$ cat config.mk
export PLATFORM = sky130hd
export DESIGN_NAME = wb_stage
export DESIGN_NICKNAME = d
export VERILOG_FILES = /design/src/rtl/wb_stage_pkg.sv /design/src/rtl/wb_stage_load_align.sv /design/src/rtl/wb_stage.sv
export SDC_FILE = /design/constraint.sdc
export NUM_CORES = 1
export LEC_CHECK = 0
export BUFFER_PORTS_ARGS = -buffer_cell sky130_fd_sc_hd__buf_4
export CAP_MARGIN = 15
export CELL_PAD_IN_SITES_DETAIL_PLACEMENT = 0
export CELL_PAD_IN_SITES_GLOBAL_PLACEMENT = 1
export CORE_ASPECT_RATIO = 1.5
export CORE_MARGIN = 3
export CORE_UTILIZATION = 32
export CTS_CLUSTER_DIAMETER = 200
export DETAILED_ROUTE_END_ITERATION = 12
export PLACE_DENSITY_LB_ADDON = 0.25
export SLEW_MARGIN = 5
export SYNTH_ARGS = -nofsm -noshare
export SYNTH_HDL_FRONTEND = slang
export SYNTH_SLANG_ARGS = --single-unit
$ cat constraint.sdc
create_clock -name cpu_clk_50M -period 2.95 [get_ports cpu_clk_50M]
set_input_delay 0.295 -clock cpu_clk_50M [delete_from_list [all_inputs] [get_ports cpu_clk_50M]]
set_output_delay 0.295 -clock cpu_clk_50M [all_outputs]
set_load 0.05 [all_outputs]
$ cat src/rtl/wb_stage_pkg.sv
// Shared widths and device-load FSM encodings for the write-back stage.
package wb_stage_pkg;

    localparam int XLEN   = 32;
    localparam int REG_AW = 5;
    localparam int HILO_W = 64;
    localparam int DRE_W  = 4;
    localparam int CNT_W  = 8;

    typedef enum logic [1:0] {
        IDLE = 2'd0,
        WAIT = 2'd1,
        DONE = 2'd2
    } dev_state_e;

endpackage

$ cat src/rtl/wb_stage_load_align.sv
// Load lane selection with sign/zero extension.
module load_align
    import wb_stage_pkg::*;
(
    input  logic [XLEN-1:0]  data_i,
    input  logic [DRE_W-1:0] dre_i,
    input  logic             unsign_i,
    output logic [XLEN-1:0]  data_o
);

    logic [7:0]  b;
    logic [15:0] h;

    always_comb begin
        b      = '0;
        h      = '0;
        data_o = '0;
        case (dre_i)
            4'b0001: b = data_i[7:0];
            4'b0010: b = data_i[15:8];
            4'b0100: b = data_i[23:16];
            4'b1000: b = data_i[31:24];
            4'b0011: h = data_i[15:0];
            4'b1100: h = data_i[31:16];
            default: ;
        endcase
        case (dre_i)
            4'b0001, 4'b0010, 4'b0100, 4'b1000:
                data_o = {{24{b[7] & ~unsign_i}}, b};
            4'b0011, 4'b1100:
                data_o = {{16{h[15] & ~unsign_i}}, h};
            4'b1111:
                data_o = data_i;
            default:
                data_o = '0;
        endcase
    end

endmodule

$ cat src/rtl/wb_stage.sv
// Write-back stage: load alignment, device-load wait FSM, GPR and HI/LO write.
module wb_stage
    import wb_stage_pkg::*;
(
    input  logic              cpu_clk_50M,
    input  logic              cpu_rst,
    input  logic              wb_unsign,
    input  logic [REG_AW-1:0] wb_wa,
    input  logic              wb_wreg,
    input  logic              wb_whilo,
    input  logic              wb_mreg,
    input  logic [XLEN-1:0]   wb_dreg,
    input  logic [HILO_W-1:0] wb_dhilo,
    input  logic [DRE_W-1:0]  wb_dre,
    input  logic              wb_device,
    input  logic [XLEN-1:0]   dm_rdata,
    input  logic              dev_rvalid,
    input  logic [XLEN-1:0]   dev_rdata,
    input  logic              flush,
    output logic              rf_we,
    output logic [REG_AW-1:0] rf_wa,
    output logic [XLEN-1:0]   rf_wd,
    output logic [XLEN-1:0]   hi_o,
    output logic [XLEN-1:0]   lo_o,
    output logic              dev_rreq,
    output logic              wb_stall,
    output logic              dev_timeout
);

    dev_state_e       state_q, state_d;
    logic [CNT_W-1:0] cnt_q, cnt_d;
    logic [XLEN-1:0]  buf_q, buf_d;
    logic [XLEN-1:0]  hi_q, lo_q;
    logic [XLEN-1:0]  dm_al, buf_al;
    logic             rreq, stall, tmo;

    load_align u_dm_align (
        .data_i   (dm_rdata),
        .dre_i    (wb_dre),
        .unsign_i (wb_unsign),
        .data_o   (dm_al)
    );

    load_align u_buf_align (
        .data_i   (buf_q),
        .dre_i    (wb_dre),
        .unsign_i (wb_unsign),
        .data_o   (buf_al)
    );

    always_ff @(posedge cpu_clk_50M or posedge cpu_rst) begin
        if (cpu_rst) begin
            state_q <= IDLE;
            cnt_q   <= '0;
            buf_q   <= '0;
        end else begin
            state_q <= state_d;
            cnt_q   <= cnt_d;
            buf_q   <= buf_d;
        end
    end

    always_comb begin
        state_d = state_q;
        cnt_d   = cnt_q;
        buf_d   = buf_q;
        rreq    = 1'b0;
        stall   = 1'b0;
        tmo     = 1'b0;
        case (state_q)
            IDLE: begin
                if (wb_mreg && wb_device && !flush) begin
                    state_d = WAIT;
                    cnt_d   = '0;
                    stall   = 1'b1;
                end
            end
            WAIT: begin
                rreq  = 1'b1;
                stall = 1'b1;
                cnt_d = cnt_q + 8'd1;
                // data beats the timeout when both land together
                if (flush) begin
                    state_d = IDLE;
                end else if (dev_rvalid) begin
                    buf_d   = dev_rdata;
                    state_d = DONE;
                end else if (cnt_q == '1) begin
                    buf_d   = '0;
                    tmo     = 1'b1;
                    state_d = DONE;
                end
            end
            DONE:    state_d = IDLE;
            default: state_d = IDLE;
        endcase
    end

    // keep handshake outputs quiet while reset is held
    assign wb_stall    = stall & ~cpu_rst;
    assign dev_rreq    = rreq & ~cpu_rst;
    assign dev_timeout = tmo & ~cpu_rst;

    assign rf_we = wb_wreg & (|wb_wa) & ~wb_stall & ~flush & ~cpu_rst;
    assign rf_wa = wb_wa;

    always_comb begin
        rf_wd = wb_dreg;
        if (wb_mreg) begin
            rf_wd = wb_device ? buf_al : dm_al;
        end
    end

    always_ff @(posedge cpu_clk_50M or posedge cpu_rst) begin
        if (cpu_rst) begin
            hi_q <= '0;
            lo_q <= '0;
        end else if (wb_whilo && !wb_stall && !flush) begin
            hi_q <= wb_dhilo[63:32];
            lo_q <= wb_dhilo[31:0];
        end
    end

    assign hi_o = hi_q;
    assign lo_o = lo_q;

endmodule

==> impl_metrics.yaml <==
status:
  status: "completed"
routing:
  dr.first_iter.drc_count: 339
  drcViolationCount: 0
  vias: 5823
  wirelength_um: 22880
  first_pass_iters: 5
  via_per_inst: 5.367
  wl_per_cell_um: 21.08
  ant_nets: 0
critical_path:
  crit_fanout: 16
  worstSetupPathType: "flop to output pin"
  max_stage_delay_ns: 0.41
  cpMostUsedCell: "buf_4"
  arrival_ns: 2.21
  critical_path.cell_chain: "nand3b_1, a211o_1, a21oi_2, buf_4, nor3_1, o32ai_1, buf_4"
  worst_path_max_delay_cell: "dfrtp_1"
  startpoint_type: "flop"
  end_kind: "output pin"
  cp.required_ns: 2.65
global_routing:
  grt_pass1_wl_um: 34650
  grt_pass1_vias: 6168
  grt_usage_pct: 21.23
  grt_max_degree: 65
  grt_overflow_total: 0
  antenna_found_initial: 0
pwr:
  p_leak_nw: 3.938
  p_per_area_nw_per_um2: 608.3
  power_mw: 5.267
  max-vdd-ir-drop_mv: 0.3968
clock_network:
  htreeDepth: 3
  cts_resized: 0
  clkTransAtPathRegs_ns: 0.07
  cts_tree: "built"
  clockBufferDepth: 2
  numCtsBuffers: 9
  cts_sinks: 106
  clock_latency_ns: 0.34
  cts_root_buf: "clkbuf_16"
  postCtsHoldBufs: 0
  cts_setup_buffers: 0
die:
  die_area_um2: 20770
  fp.coreArea_um2: 18620
  ios: 283
  die_x_um: 118.7
  start_util_pct: 32.72
  fp-row-count: 61
  chipHeight_um: 175.0
synthesis:
  synth-seq-area-share_pct: 43.53
  synth_seq_cells: 106
  syn_area_um2: 6093
  syn_inst: 578
  synth_cell_type_count: 60
  synth_fp_nets: 757
  synth_edf_count: 0
  ys_warn_count: 0
  synth_async_sr_flop_share_pct: 100.0
  synth_ff_type: "dfrtp_1"
  syn_avg_cell_area_um2: 10.54
final_layout:
  multi_input_area_um2: 3067
  insertedDiodeCount: 0
  n_fill_cell: 1822
  final_net_count: 1007
  layout_common_cells: "buf_4 (296), dfrtp_1 (106), mux2_2 (64), nand2_1 (49), a22o_1 (33)"
  drive_above_1_share_pct: 49.58
  syn_to_final_growth_pct: 42.09
  ff_latch_area_um2: 2653
  final_cells: 1085
  finalInstanceArea_um2: 8658
  final_common_cell: "buf_4"
placement:
  portBuffers: 282
  post_dp_cell_area_um2: 8356
  placed_cells: 1069
  place_hpwl_um: 18490
  place_congestion: 0.9294
timing:
  rsz0062_at_grt: "no"
  worst_pin_slew_ns: 0.7385
  setup_viol: 0
  hold_violations: 0
  skew_ns: 0.008857
  drv_slew: 0
  max_freq_mhz: 400.0
  min_period_over_period_pct: 84.75
  slew_headroom_pct: 50.39
  min_period_ns: 2.500
worst_hold_path:
  min_path_type: "input pin to asynchronous set/reset pin"
flow_run:
  drv_cap: 0
[layer usage]
metal | track usage (%) | wire (um)
met1 | 22.17 | 8091
met2 | 38.08 | 11610
met3 | 6.120 | 1916
met4 | 11.50 | 1256
met5 | 0 | 0
[worst paths after layout]
path | startpoint | to | slack, ns | cells past startpoint
min | cpu_rst | lo_o[24] | 0.15 | 3
min in group cpu_clk_50M | dev_rdata[21] | buf_q[21] | 0.17 | 2
max reg2reg | state_q[0] | hi_o[27] | 1.00 | 6
max in group asynchronous | cpu_rst | hi_o[21] | 1.64 | 4
min reg2reg | lo_o[13] | lo_o[13] | 0.51 | 1
max | buf_q[7] | rf_wd[20] | 0.45 | 7
[report_power, final]
| part | switching [mW] | total [mW] | internal, mW |
|---|---|---|---|
| clock | 0.545 | 1.21 | 0.669 |
| combinational | 1.24 | 2.02 | 0.782 |
| sequential | 0.287 | 2.03 | 1.75 |
| total | 2.07 | 5.27 | 3.20 |
[through the flow]
stage / hold slack [ns] / setup slack (ns) / setup TNS [ns] / util (%)
2_1_floorplan: 0.4275 / -0.4821 / -30.31 / -
3_3_place_gp: 0.4854 / 0.5587 / 0 / 44.87
3_5_place_dp: 0.4963 / 0.5192 / 0 / 44.87
4_1_cts: 0.1556 / 0.4433 / 0 / 46.49
5_1_grt: 0.1596 / 0.3327 / 0 / 46.49
6_report: 0.1530 / 0.4499 / 0 / 46.49
[critical path, delay by kind of cell, from the launching register on]
kind	cells	cell delay (ns)
AOI/OAI and AO/OA	3	0.78
buffers and inverters	2	0.50
DFF	1	0.41
and+or+nand+nor	2	0.17
[cells by family (layout without fill, tap and decap cells)]
| family | count (synthesis) | count (layout) | share of synthesized area, % |
|---|---|---|---|
| mux | 64 | 64 | 11.83 |
| fa+ha+maj | 1 | 1 | 0.2053 |
| simple gates | 147 | 147 | 12.53 |
| compound gates | 177 | 177 | 23.94 |
| flops | 106 | 106 | 43.53 |
| buf+inv | 78 | 333 | 7.125 |
| xor+xnor | 5 | 5 | 0.8421 |
[cells in the mapped netlist, types with 4 or more instances]
cell | n | area, um^2
a211oi_1 | 16 | 120.1
a21oi_1 | 25 | 125.1
a221o_1 | 8 | 80.08
a221oi_1 | 16 | 140.1
a22o_1 | 33 | 289.0
a22oi_1 | 14 | 105.1
a32o_1 | 8 | 80.08
and2_1 | 4 | 25.02
and3_1 | 5 | 31.28
buf_2 | 16 | 80.08
buf_4 | 8 | 60.06
buf_6 | 12 | 135.1
clkbuf_1 | 21 | 78.83
dfrtp_1 | 106 | 2653
inv_1 | 19 | 71.32
mux2_2 | 64 | 720.7
nand2_1 | 49 | 183.9
nand3b_1 | 4 | 30.03
nor2_1 | 21 | 78.83
nor2b_1 | 14 | 87.58
nor3_1 | 18 | 90.09
nor4_1 | 7 | 43.79
o2111ai_1 | 7 | 61.31
o21ai_0 | 8 | 40.04
o22ai_1 | 9 | 56.30
o32ai_1 | 6 | 52.55
o32ai_2 | 9 | 146.4
or2_2 | 5 | 31.28
[registers in the layout, summed over array words and instances, names as in the netlist]
| register | cells |
|---|---|
| buf_q | 32 |
| hi_o | 32 |
| lo_o | 32 |
| cnt_q | 8 |
| state_q | 2 |
[layout make-up]
class                   instances  area share (%)
clock buffers                  10           2.645
clock inverters                 6          0.8526
inverters                      20          0.9104
multi-input cells             394           35.42
flip-flops and latches        106           30.64
well taps                     252           3.642
repair buffers                297           25.90
(Power assumes the default switching activity.)
